===== src/rtl/mips_mc_ctrl_hs_if.sv =====
// ============================================================================
// Module      : mips_mc_ctrl_hs_if
// Description : Bundle between the multicycle MIPS controller and the
//               datapath/memory. The master side is the controller. It
//               takes the instruction fields, the zero flag and memready,
//               and it drives every control strobe plus the debug outputs.
//               The slave side is the datapath/memory.
// Ports       : op[5:0], funct[5:0], zero, memready      (to controller)
//               memwrite, lord, irwrite, regdst, memtoreg, regwrite,
//               alusrca, alusrcb[1:0], alucontrol[ALUCTL_W-1:0], pcen,
//               pcsrc[1:0], immsrc, state[3:0], illegal, memerr
//                                                        (from controller)
// Revision    : 1.0 - initial release
// ============================================================================
`default_nettype none

interface mips_mc_ctrl_hs_if #(
  parameter int ALUCTL_W = 3
);
  logic [5:0]          op;
  logic [5:0]          funct;
  logic                zero;
  logic                memready;
  logic                memwrite;
  logic                lord;
  logic                irwrite;
  logic                regdst;
  logic                memtoreg;
  logic                regwrite;
  logic                alusrca;
  logic [1:0]          alusrcb;
  logic [ALUCTL_W-1:0] alucontrol;
  logic                pcen;
  logic [1:0]          pcsrc;
  logic                immsrc;
  logic [3:0]          state;
  logic                illegal;
  logic                memerr;

  modport master (
    input  op, funct, zero, memready,
    output memwrite, lord, irwrite, regdst, memtoreg, regwrite, alusrca,
           alusrcb, alucontrol, pcen, pcsrc, immsrc, state, illegal, memerr
  );

  modport slave (
    output op, funct, zero, memready,
    input  memwrite, lord, irwrite, regdst, memtoreg, regwrite, alusrca,
           alusrcb, alucontrol, pcen, pcsrc, immsrc, state, illegal, memerr
  );
endinterface

`default_nettype wire


===== src/rtl/mips_mc_ctrl_hs.sv =====
// ============================================================================
// Module      : mips_mc_ctrl_hs
// Description : Multicycle MIPS control unit. It contains the main FSM and
//               the ALU decoder. It adds a memready wait handshake with a
//               bounded-wait timeout that sets a sticky memerr flag. It also
//               supports bne, addi and j, and it reports illegal op/funct.
// Ports       : clk   - rising-edge clock
//               reset - asynchronous reset, active low
//               bus   - mips_mc_ctrl_hs_if.master (instruction fields,
//                       zero, memready in; control strobes, state, illegal,
//                       memerr out)
// Options     : MC_IMM_LOGIC_EN - when defined, decode andi/ori into the
//               ANDIEX/ORIEX states, which select the zero-extended
//               immediate.
// Revision    : 1.0 - initial release
// ============================================================================
`default_nettype none

module mips_mc_ctrl_hs #(
  parameter int ALUCTL_W = 3,
  parameter int MAX_WAIT = 15
) (
  input  wire logic           clk,
  input  wire logic           reset,
  mips_mc_ctrl_hs_if.master   bus
);

  localparam logic [3:0] S_FETCH   = 4'd0;
  localparam logic [3:0] S_DECODE  = 4'd1;
  localparam logic [3:0] S_MEMADR  = 4'd2;
  localparam logic [3:0] S_MEMRD   = 4'd3;
  localparam logic [3:0] S_MEMWB   = 4'd4;
  localparam logic [3:0] S_MEMWR   = 4'd5;
  localparam logic [3:0] S_EXECUTE = 4'd6;
  localparam logic [3:0] S_ALUWB   = 4'd7;
  localparam logic [3:0] S_BEQ     = 4'd8;
  localparam logic [3:0] S_ADDIEX  = 4'd9;
  localparam logic [3:0] S_IMMWB   = 4'd10;
  localparam logic [3:0] S_JUMP    = 4'd11;
  localparam logic [3:0] S_BNE     = 4'd12;
  localparam logic [3:0] S_ANDIEX  = 4'd13;
  localparam logic [3:0] S_ORIEX   = 4'd14;

  localparam logic [5:0] OP_RTYPE = 6'b000000;
  localparam logic [5:0] OP_LW    = 6'b100011;
  localparam logic [5:0] OP_SW    = 6'b101011;
  localparam logic [5:0] OP_BEQ   = 6'b000100;
  localparam logic [5:0] OP_BNE   = 6'b000101;
  localparam logic [5:0] OP_ADDI  = 6'b001000;
  localparam logic [5:0] OP_J     = 6'b000010;
  localparam logic [5:0] OP_ANDI  = 6'b001100;
  localparam logic [5:0] OP_ORI   = 6'b001101;

  localparam logic [2:0] ALU_ADD = 3'b010;
  localparam logic [2:0] ALU_SUB = 3'b110;
  localparam logic [2:0] ALU_AND = 3'b000;
  localparam logic [2:0] ALU_OR  = 3'b001;
  localparam logic [2:0] ALU_SLT = 3'b111;

  // At least one bit, so that MAX_WAIT=0 (never time out) still elaborates.
  localparam int CNT_W = (MAX_WAIT > 0) ? $clog2(MAX_WAIT + 1) : 1;
  localparam logic [CNT_W-1:0] C_WAIT_LAST = CNT_W'((MAX_WAIT > 0) ? MAX_WAIT - 1 : 0);

  logic [3:0]       state_q, state_d;
  logic [CNT_W-1:0] wait_q, wait_d;
  logic             memerr_q, memerr_d;

  logic [3:0] dec_state;
  logic       funct_ok;
  logic [2:0] funct_alu;
  logic       waiting;
  logic       timeout;

  // Opcode decode target. FETCH doubles as "illegal opcode".
  always_comb begin
    dec_state = S_FETCH;
    case (bus.op)
      OP_LW, OP_SW: dec_state = S_MEMADR;
      OP_RTYPE:     dec_state = S_EXECUTE;
      OP_BEQ:       dec_state = S_BEQ;
      OP_BNE:       dec_state = S_BNE;
      OP_ADDI:      dec_state = S_ADDIEX;
      OP_J:         dec_state = S_JUMP;
`ifdef MC_IMM_LOGIC_EN
      OP_ANDI:      dec_state = S_ANDIEX;
      OP_ORI:       dec_state = S_ORIEX;
`endif
      default:      dec_state = S_FETCH;
    endcase
  end

  // R-type ALU decoder.
  always_comb begin
    funct_ok  = 1'b1;
    funct_alu = ALU_ADD;
    case (bus.funct)
      6'b100000: funct_alu = ALU_ADD;
      6'b100010: funct_alu = ALU_SUB;
      6'b100100: funct_alu = ALU_AND;
      6'b100101: funct_alu = ALU_OR;
      6'b101010: funct_alu = ALU_SLT;
      default:   funct_ok  = 1'b0;
    endcase
  end

  assign waiting = (state_q == S_FETCH) || (state_q == S_MEMRD) || (state_q == S_MEMWR);
  assign timeout = (MAX_WAIT > 0) && (wait_q == C_WAIT_LAST);

  // State register.
  always_ff @(posedge clk or negedge reset) begin
    if (!reset) begin
      state_q  <= S_FETCH;
      wait_q   <= '0;
      memerr_q <= 1'b0;
    end else begin
      state_q  <= state_d;
      wait_q   <= wait_d;
      memerr_q <= memerr_d;
    end
  end

  // Next-state logic.
  always_comb begin
    state_d  = S_FETCH;
    wait_d   = '0;
    memerr_d = memerr_q;
    case (state_q)
      S_FETCH:   state_d = bus.memready ? S_DECODE : S_FETCH;
      S_DECODE:  state_d = dec_state;
      S_MEMADR:  state_d = (bus.op == OP_SW) ? S_MEMWR : S_MEMRD;
      S_MEMRD:   state_d = bus.memready ? S_MEMWB : S_MEMRD;
      S_MEMWR:   state_d = bus.memready ? S_FETCH : S_MEMWR;
      S_EXECUTE: state_d = funct_ok ? S_ALUWB : S_FETCH;
      S_ADDIEX:  state_d = S_IMMWB;
`ifdef MC_IMM_LOGIC_EN
      S_ANDIEX, S_ORIEX: state_d = S_IMMWB;
`endif
      default:   state_d = S_FETCH;
    endcase
    // Stalled memory access. Count the stall, or abort it back to FETCH
    // once the wait bound is hit.
    if (waiting && !bus.memready) begin
      if (timeout) begin
        memerr_d = 1'b1;
        state_d  = S_FETCH;
      end else begin
        wait_d = wait_q + CNT_W'(1);
      end
    end
  end

  // Output logic.
  logic       o_memwrite, o_lord, o_irwrite, o_regdst, o_memtoreg, o_regwrite;
  logic       o_alusrca, o_pcwrite, o_beq, o_bne, o_immsrc, o_illegal;
  logic [1:0] o_alusrcb, o_pcsrc;
  logic [2:0] o_alu;

  always_comb begin
    o_memwrite = 1'b0;
    o_lord     = 1'b0;
    o_irwrite  = 1'b0;
    o_regdst   = 1'b0;
    o_memtoreg = 1'b0;
    o_regwrite = 1'b0;
    o_alusrca  = 1'b0;
    o_pcwrite  = 1'b0;
    o_beq      = 1'b0;
    o_bne      = 1'b0;
    o_immsrc   = 1'b0;
    o_illegal  = 1'b0;
    o_alusrcb  = 2'b00;
    o_pcsrc    = 2'b00;
    o_alu      = ALU_ADD;
    case (state_q)
      S_FETCH: begin
        o_alusrcb = 2'b01;
        o_irwrite = bus.memready;
        o_pcwrite = bus.memready;
      end
      S_DECODE: begin
        o_alusrcb = 2'b11;
        o_illegal = (dec_state == S_FETCH);
      end
      S_MEMADR: begin
        o_alusrca = 1'b1;
        o_alusrcb = 2'b10;
      end
      S_MEMRD: o_lord = 1'b1;
      S_MEMWB: begin
        o_memtoreg = 1'b1;
        o_regwrite = 1'b1;
      end
      S_MEMWR: begin
        o_lord     = 1'b1;
        o_memwrite = 1'b1;
      end
      S_EXECUTE: begin
        o_alusrca = 1'b1;
        o_alu     = funct_alu;
        o_illegal = !funct_ok;
      end
      S_ALUWB: begin
        o_regdst   = 1'b1;
        o_regwrite = 1'b1;
      end
      S_BEQ, S_BNE: begin
        o_alusrca = 1'b1;
        o_alu     = ALU_SUB;
        o_pcsrc   = 2'b01;
        o_beq     = (state_q == S_BEQ);
        o_bne     = (state_q == S_BNE);
      end
      S_ADDIEX: begin
        o_alusrca = 1'b1;
        o_alusrcb = 2'b10;
      end
      S_IMMWB: o_regwrite = 1'b1;
      S_JUMP: begin
        o_pcsrc   = 2'b10;
        o_pcwrite = 1'b1;
      end
`ifdef MC_IMM_LOGIC_EN
      S_ANDIEX, S_ORIEX: begin
        o_alusrca = 1'b1;
        o_alusrcb = 2'b10;
        o_immsrc  = 1'b1;
        o_alu     = (state_q == S_ANDIEX) ? ALU_AND : ALU_OR;
      end
`endif
      default: ;
    endcase
  end

  // The write strobes are gated by reset. A reset in the middle of an
  // instruction then issues no further write.
  assign bus.memwrite   = reset & o_memwrite;
  assign bus.irwrite    = reset & o_irwrite;
  assign bus.regwrite   = reset & o_regwrite;
  assign bus.pcen       = reset & (o_pcwrite | (o_beq & bus.zero) | (o_bne & ~bus.zero));
  assign bus.lord       = o_lord;
  assign bus.regdst     = o_regdst;
  assign bus.memtoreg   = o_memtoreg;
  assign bus.alusrca    = o_alusrca;
  assign bus.alusrcb    = o_alusrcb;
  assign bus.alucontrol = ALUCTL_W'(o_alu);
  assign bus.pcsrc      = o_pcsrc;
  assign bus.immsrc     = o_immsrc;
  assign bus.illegal    = o_illegal;
  assign bus.state      = state_q;
  assign bus.memerr     = memerr_q;

endmodule

`default_nettype wire


===== src/flat_wrapper.sv =====
// flat-port wrapper written by rule: the top's interface ports become plain ports
module mips_mc_ctrl_hs_flat 
#(
  parameter int ALUCTL_W = 3,
  parameter int MAX_WAIT = 15
)
  (clk, reset, bus_op, bus_funct, bus_zero, bus_memready, bus_memwrite, bus_lord, bus_irwrite, bus_regdst, bus_memtoreg, bus_regwrite, bus_alusrca, bus_alusrcb, bus_alucontrol, bus_pcen, bus_pcsrc, bus_immsrc, bus_state, bus_illegal, bus_memerr);
  mips_mc_ctrl_hs_if #(.ALUCTL_W(ALUCTL_W)) bus_i ();
  input  wire logic clk;
  input  wire logic reset;
  input wire logic [$bits(bus_i.op)-1:0] bus_op;
  input wire logic [$bits(bus_i.funct)-1:0] bus_funct;
  input wire logic [$bits(bus_i.zero)-1:0] bus_zero;
  input wire logic [$bits(bus_i.memready)-1:0] bus_memready;
  output wire logic [$bits(bus_i.memwrite)-1:0] bus_memwrite;
  output wire logic [$bits(bus_i.lord)-1:0] bus_lord;
  output wire logic [$bits(bus_i.irwrite)-1:0] bus_irwrite;
  output wire logic [$bits(bus_i.regdst)-1:0] bus_regdst;
  output wire logic [$bits(bus_i.memtoreg)-1:0] bus_memtoreg;
  output wire logic [$bits(bus_i.regwrite)-1:0] bus_regwrite;
  output wire logic [$bits(bus_i.alusrca)-1:0] bus_alusrca;
  output wire logic [$bits(bus_i.alusrcb)-1:0] bus_alusrcb;
  output wire logic [$bits(bus_i.alucontrol)-1:0] bus_alucontrol;
  output wire logic [$bits(bus_i.pcen)-1:0] bus_pcen;
  output wire logic [$bits(bus_i.pcsrc)-1:0] bus_pcsrc;
  output wire logic [$bits(bus_i.immsrc)-1:0] bus_immsrc;
  output wire logic [$bits(bus_i.state)-1:0] bus_state;
  output wire logic [$bits(bus_i.illegal)-1:0] bus_illegal;
  output wire logic [$bits(bus_i.memerr)-1:0] bus_memerr;
  assign bus_i.op = bus_op;
  assign bus_i.funct = bus_funct;
  assign bus_i.zero = bus_zero;
  assign bus_i.memready = bus_memready;
  assign bus_memwrite = bus_i.memwrite;
  assign bus_lord = bus_i.lord;
  assign bus_irwrite = bus_i.irwrite;
  assign bus_regdst = bus_i.regdst;
  assign bus_memtoreg = bus_i.memtoreg;
  assign bus_regwrite = bus_i.regwrite;
  assign bus_alusrca = bus_i.alusrca;
  assign bus_alusrcb = bus_i.alusrcb;
  assign bus_alucontrol = bus_i.alucontrol;
  assign bus_pcen = bus_i.pcen;
  assign bus_pcsrc = bus_i.pcsrc;
  assign bus_immsrc = bus_i.immsrc;
  assign bus_state = bus_i.state;
  assign bus_illegal = bus_i.illegal;
  assign bus_memerr = bus_i.memerr;
  mips_mc_ctrl_hs #(.ALUCTL_W(ALUCTL_W), .MAX_WAIT(MAX_WAIT)) u_core (.clk(clk), .reset(reset), .bus(bus_i));
endmodule

===== config.mk =====
export PLATFORM = sky130hd
export DESIGN_NAME = mips_mc_ctrl_hs_flat
export DESIGN_NICKNAME = d
export VERILOG_FILES = /design/src/rtl/mips_mc_ctrl_hs_if.sv /design/src/rtl/mips_mc_ctrl_hs.sv /design/src/flat_wrapper.sv
export SDC_FILE = /design/constraint.sdc
export NUM_CORES = 1
export LEC_CHECK = 0
export CAP_MARGIN = 10
export CORE_MARGIN = 4
export CORE_UTILIZATION = 40
export CTS_CLUSTER_SIZE = 24
export DETAILED_ROUTE_END_ITERATION = 16
export PLACE_DENSITY = 0.75
export SYNTH_ARGS = -nofsm -noshare
export SYNTH_HDL_FRONTEND = slang
export SYNTH_SLANG_ARGS = --single-unit

===== constraint.sdc =====
create_clock -name clk -period 2.7 [get_ports clk]
set_input_delay 0.54 -clock clk [delete_from_list [all_inputs] [get_ports clk]]
set_output_delay 0.54 -clock clk [all_outputs]
set_load 0.01 [all_outputs]

==> run summary, run 1 <==
The run finished with clean final reports. In this run the critical register-to-register path is launched from u_core.bus.state[2]$_DFF_PN0_. The clock arrives with 2.06 ps of skew. The area growth from synthesis to layout came out at 55.5%.

TritonCTS built the clock tree. Setup repair after global routing left no endpoint under its margin. The tools report the number of core rows as 17. The fraction of layout cells with a size suffix above 1 was 0.194. The tool flagged a number of max-cap violations equal to 0. The wire length per cell after detailed routing was 13.5 um. The count of pins over their slew limit is 0, and the xor-xnor portion of the synthesized cell area is 0.0558. Entering global routing, the biggest net connects 18 pins. Among the stages of the critical path, the cell type that occurs most often is clkdlybuf4s50_1. Synthesis handed over a netlist of 116 instances. After the flow finishes, the layout carries non-filler instances totaling 193. The adder and majority cell fraction of the synthesized area was 0.0266; the initial antenna violation count was 0.

The endpoint arrival time on the critical path was 2080 ps. On the worst path, the slowest cell contributes a delay of 550 ps. Summed over all instances, the cell type with the most area after synthesis is dfrtp_1.

Yosys mapped the design onto 45 distinct sky130hd cell types. Across all layers, the routed design uses 1053 vias. The worst hold path begins at u_core.bus.memerr$_DFFE_PN0P_. After clock tree synthesis, the flow added hold-fix buffers numbering 0. The total grt overflow is 0, and the area of the die is 3200 sq um. The kind of start point of the critical path was a primary input. Detailed placement ended at an HPWL of 2.12 mm.

The number of nets with antenna violations after routing is 0, and the data required time of the worst path is 2160 ps. The share of the core filled with cells in the final layout is 0.656, and the die span in x is 56.5 um. The tools report the CTS H-tree depth as 1. The library cell used most frequently in the layout, excluding fill and tap cells, is clkdlybuf4s50_1. The first detailed-routing pass ran for 4 iterations.

The proportion of synthesized area in mux cells came out at 0.0345. CTS saw 9 sinks. STA classifies the critical path endpoint as a primary output.

In this run the cell area of the synthesized design comes to 942 sq um. The area fraction in and, or, nand and nor cells after synthesis came out at 0.401. The first global-routing pass estimated 4.46 mm of wire.

The number of port buffers was 36; the total wire length after detailed routing was 2.60 mm. In this run the static leakage power is 0.612 nW. The later pin in the worst-skew pair is clocked with a latency of 250 ps. After detailed routing, the number of remaining DRC violations is 0. The synthesized area per cell is 8.12 sq um, and the final setup violation count is 0. Ranked by total cell area, the synthesized netlist is headed by dfrtp_1, nor2_1, xnor2_1. Measured along the y axis, the die boundary spans 56.5 um. The fraction of the mapped netlist area in compound gates is 0.193, and the clock transition at the registers of the reported paths is 50 ps. Number of warnings reported in the yosys synthesis log: 0. The final net count is 184, and the final number of hold-violating endpoints is 0.

The minimum clock period after layout was 2620 ps. The sequential-to-total area share from yosys stat came out at 0.239. Using the TritonRoute via totals, the vias-per-cell ratio works out to 5.46. The number of buffers added by the clock tree synthesis step was 3. Across all setup checks in the final design, the least slack found is 81.2 ps.

The run gives 996 as the via count of the first global-routing pass. By area, the combinational part of the netlist is dominated by simple AND/OR/NAND/NOR gates. The tools report the root buffer cell as clkbuf_4. The logs give 0.422 for the initial cell density of the core and 0.865 for the final estimated routing congestion in global placement. 38 I/O pins were placed. Dividing total power by cell area gives a power density of 627 nW/um^2. The min-delay analysis places its worst path in the category reg -> reg. The tools report the core area as 2230 sq um.

Critical path start-end classification: in -> out. The post-route clock period utilization came out at 0.970. The synthesized net count is 134, and the pre-CTS setup slack is -159 ps. The number of placed instances, taps included, is 188. The run gives 0 as the total inserted antenna cells. The timing-limited maximum frequency is 0.382 GHz. Walking the worst path, the cells encountered are clkdlybuf4s50_1 > nor3b_4 > buf_4 > a21o_1 > clkdlybuf4s50_1. The synthesized design contains 9 register bits.

The slowest stage of the critical path is the clkdlybuf4s50_1 cell. No sink is reached through more buffers than the 2 on the longest clock path. Across the VDD grid, the largest voltage drop is 0.000486 V. Aggregate global-route resource usage: 0.171. The area share of the leading cell type in the synthesized netlist came out at 0.239. After the first detailed-routing iteration, the DRC count stood at 14. The maximum fanout count along the critical path works out to 4.

The critical path starts at bus_funct[1]. The library cells used most frequently in the layout, excluding fill and tap cells, are clkdlybuf4s50_1, nor2_1, buf_4.
## repair_timing
item / CTS / global route
setup endpoints to repair: 2 / 4
pin swaps: 0 / 1
endpoints found under the hold margin: 0 / 0
gates resized for setup: 4 / 4
setup buffers: 0 / 1
gates cloned: 0 / 0
## cell usage after synthesis (all sizes together)
master,instances
o21a,2
nor3,4
a311oi,1
nor2b,6
conb,1
mux2,2
o21ai,2
clkbuf,2
a211oi,3
nor4,3
and2,2
xnor2,5
o22ai,2
nand3,4
xor2,1
nand4b,1
and3,4
a21oi,8
a2bb2oi,1
or3,1
a211o,1
mux2i,1
inv,2
a311o,1
a21o,2
nand2,6
nand3b,1
and4bb,1
dfrtp,9
buf,4
ha,2
nor4bb,1
and3b,1
nand4bb,1
nor3b,4
nor2,15
a22oi,1
or2,4
a31oi,1
nand2b,3
## critical path, delay by kind of cell
| kind | cells | cell delay, ps |
|---|---|---|
| simple gates | 1 | 230 |
| buf+inv | 3 | 1210 |
| compound gates | 1 | 100 |
## power by group
part	switching [mW]	total, mW	internal [mW]	leakage (nW)
Sequential	0.0827	0.251	0.169	0.121
Combinational	0.250	0.571	0.321	0.476
Clock	0.0392	0.0957	0.0564	0.0150
## logic make-up after synthesis
kind of cell               count (synthesis)
AOI/OAI and AO/OA                         25
xor gates and xnor gates                   6
adders and majority gates                  2
buffers and inverters                      8
DFF                                        9
muxes                                      3
other                                      1
and+or+nand+nor                           62
## routing by layer
metal  up-vias  GRT usage  wire length (um)
met4         0     0.0576                26
met5         -          0                 0
met3         4     0.0184               137
met2        36      0.300              1310
met1       493      0.215              1130
li1        520          -                 -
## final cells by class
type                       count  area, sq um
timing repair buffer          51          475
tap                           28         35.0
sequential                     9          226
clock buffer                   4         26.3
fill                         200          768
multi-input combinational     99          694
inverter                       2         7.51
## metrics by stage
step / power (mW) / instance area [sq um] / setup TNS, ps / hold WS [ps]
finish: 0.918 / 1470 / 0 / 478
global route: 1.00 / 1470 / 0 / 511
CTS: 0.923 / 1450 / 0 / 489
detailed placement: 0.827 / 1410 / -173 / 470
global placement: 0.808 / 1410 / -145 / 448
floorplan: 0.564 / 942 / 0 / 244
## registers in the layout, summed over array words and instances, names as in the netlist
register           flops
u_core.wait_q          4
u_core.bus.memerr      1
u_core.bus.state       4
## final timing paths
check	end	depth (start not counted)	slack, ps
setup / recovery	bus_alucontrol[2]	5	80
hold / removal	u_core.bus.memerr$_DFFE_PN0P_	1	480
setup reg to reg	u_core.bus.state[1]$_DFF_PN0_	5	910
hold reg to reg	u_core.bus.memerr$_DFFE_PN0P_	1	480
max in group asynchronous	u_core.bus.state[0]$_DFF_PN0_	2	1880
min in group asynchronous	u_core.wait_q[3]$_DFF_PN0_	2	680
Note: power is estimated with default switching activity, not from simulation.
==> run 2, diff against run 1 <==
--- a/config.mk
+++ b/config.mk
@@ -6,7 +6,7 @@
 export NUM_CORES = 1
 export LEC_CHECK = 0
 export CAP_MARGIN = 10
-export CORE_MARGIN = 4
+export CORE_MARGIN = 10
 export CORE_UTILIZATION = 40
 export CTS_CLUSTER_SIZE = 24
 export DETAILED_ROUTE_END_ITERATION = 16
==> run 2 against run 1 <==
Via count fell by 1.5%. Wire length increased by 14%. Clock skew fell by 1.3 ps. Largest cell class unchanged. Highest routed layer unchanged.
==> run summary, run 2 (same netlist as run 1, synthesis figures left out) <==
The kind of cell adding the most delay to the critical path was buffers and inverters. The logs give 188 for the placed instance count and 2230 sq um for the core area. Counting buffers and inverters, the worst setup path is 5 cells deep.

Derived from the worst setup path, the maximum achievable clock frequency is 0.382 GHz. The overall power came out at 0.923 mW. Walking the worst path, the cells encountered are clkdlybuf4s50_1 > nor3b_2 > buf_4 > a21o_1 > clkdlybuf4s50_1. The transition time at the pin with the least slew margin was 512 ps. In this run the critical register-to-register path is launched from u_core.bus.state[3]$_DFF_PN0_. The run gives 4700 sq um as the area of the die. In this run the clock root is driven by a clkbuf_4. At the end of routability-driven placement, the weighted congestion stood at 0.897. The run finished with clean final reports.

The height of the die was 68.5 um. Share of the core filled with cells in the final layout: 0.651. The detailed router's first-iteration violation count came out at 30. The area growth from synthesis to layout was 54.3%; the total inserted antenna cells was 0. The tools report the final non-filler cell total as 193. The post-route clock period utilization was 0.969; the final setup violation count was 0. The first TritonRoute pass finished after 4 iterations. The logs give 0.118 for the aggregate global-route resource usage and 1410 sq um for the post-detailed-placement cell area. Largest vdd supply drop: 0.000606 V. Max-capacitance violation count: 0.

Leaving out fill and tap cells, the most frequent cell in the layout is clkdlybuf4s50_1. For this block, the routed nets add up to 2.96 mm of wire. The critical path start-end classification was in -> out. The CTS H-tree depth was 1.

In this design, the critical path's most frequently occurring cell is clkdlybuf4s50_1. For this run, the slowest stage of the critical path takes 540 ps. The worst slew margin relative to its limit was 0.659. The capture point of the worst reg-to-reg path was u_core.bus.state[1]$_DFF_PN0_.

The via density per instance was 5.37; the layout filler cell count was 204. The critical path's slowest cell is clkdlybuf4s50_1. The tools report the total grt overflow as 0. The worst hold path class is reg -> reg. In this run the remaining antenna-violating nets after routing total 0.

The worst hold path cell count was 1; the maximum clock path buffer count was 2. Summing all non-filler instances in the final layout gives an area of 1450 sq um. The tools report the clock latency of the later-clocked register in the worst-skew pair as 260 ps. The die span in x was 68.5 um. The run gives 0 as the DRC violation count after routing. The routed layout has 1037 vias. The fraction of layout cells with a size suffix above 1 works out to 0.200. The kind of end point of the critical path is a primary output.

In this run the worst path has a maximum fanout of 4. For the final number of hold-violating endpoints, the log shows 0. The count of buffers added on input and output ports is 36. 38 I/O pins were placed. The count of pins over their slew limit was 0. For the finished layout, the period the worst path requires is 2620 ps.

The tools report the register-to-register setup slack as 900 ps. Between clock sinks in the finished design, the worst skew comes to 0.762 ps. In this run, post-CTS hold repair placed 0 buffers. Final net count: 184. STA classifies the critical path startpoint as a primary input. Counting cells, the worst reg-to-reg path comes to 4. For the clock sink total, the log shows 9.

Summed over all nets, the half-perimeter wirelength after detailed placement is 2.32 mm. TritonCTS built the clock tree. The power density normalized to cell area is 635 nW/um^2, and the total negative setup slack is 0 ps. The most critical setup path has its startpoint at bus_funct[1].

Setup repair after global routing left no endpoint under its margin. The initial antenna violation count came out at 0. The via count of the first global-routing pass is 1004. The number of core rows is 17. STA puts the critical path data required time at 2160 ps. Together, buffers and inverters on the worst path number 3. Clock transition at the registers of the reported paths: 60 ps. Global-route wire length before repair: 4.46 mm.

Summed over all cells, the static leakage comes to 0.609 nW. The tools report the end point of the critical path as bus_alucontrol[2]. The initial cell density of the core was 0.422; the wire length per cell after detailed routing was 15.3 um. The run gives 2080 ps as the endpoint arrival time on the critical path. The tools report the largest net degree at the start of global routing as 18.

The top cell types in the final layout, fill and taps aside, are clkdlybuf4s50_1, nor2_1, buf_4. The tools report the number of buffers added by the clock tree synthesis step as 3.
-- run 2: cell types whose count changed in the layout (fill, tap and decap cells not counted), sizes merged --
| cell | delta |
|---|---|
| clkdlybuf4s15 | -1 |
| clkbuf | +1 |
-- run 2: worst min path at each step --
stage                                        startpoint                             to  slack [ps]
after CTS                 u_core.bus.memerr$_DFFE_PN0P_  u_core.bus.memerr$_DFFE_PN0P_         490
after detailed placement  u_core.bus.memerr$_DFFE_PN0P_  u_core.bus.memerr$_DFFE_PN0P_         470
after global placement    u_core.bus.memerr$_DFFE_PN0P_  u_core.bus.memerr$_DFFE_PN0P_         450
final                     u_core.bus.memerr$_DFFE_PN0P_  u_core.bus.memerr$_DFFE_PN0P_         490
after floorplan                                   reset  u_core.bus.memerr$_DFFE_PN0P_         240
after global routing         u_core.wait_q[0]$_DFF_PN0_     u_core.wait_q[0]$_DFF_PN0_         520
-- run 2: stage by stage --
step           hold slack (ps)  setup WS [ps]
2_1_floorplan              244            795
3_3_place_gp               452           -148
3_5_place_dp               474           -217
4_1_cts                    489           36.7
5_1_grt                    516           18.9
6_report                   486           84.5
-- run 2: cell type report --
cell class	count	area, sq um	area share
clock buffer	4	26.3	0.0181
inverter	2	7.51	0.00516
multi-input combinational	99	688	0.473
sequential	9	226	0.156
tap	28	35.0	0.0241
timing repair buffer	51	470	0.324
-- run 2: power by group --
group	switching [mW]	leakage, nW	internal [mW]
clock network	0.0460	0.0150	0.0569
logic	0.255	0.473	0.315
registers	0.0813	0.121	0.169
-- run 2: per-layer routing --
layer  vias to the layer above  global-route usage  part of all wire  wire (um)
met5                         -                   0                 0          0
met4                         0              0.0477             0.020         59
met3                         7              0.0274             0.086        255
met2                        33               0.196              0.48       1420
met1                       479               0.142              0.41       1230
li1                        518                   -                 -          -
-- run 2: what timing repair did --
action	in CTS	in global routing
setup buffers	0	1
endpoints found under the setup margin	2	4
resized for setup	4	4
pin swaps	0	1
-- run 2: worst reg2reg max path: stages, from the launching register on --
cell,delay (ps)
dfrtp_1,560
nand4bb_4,350
nor4_2,380
nor2_1,140
a311oi_2,270
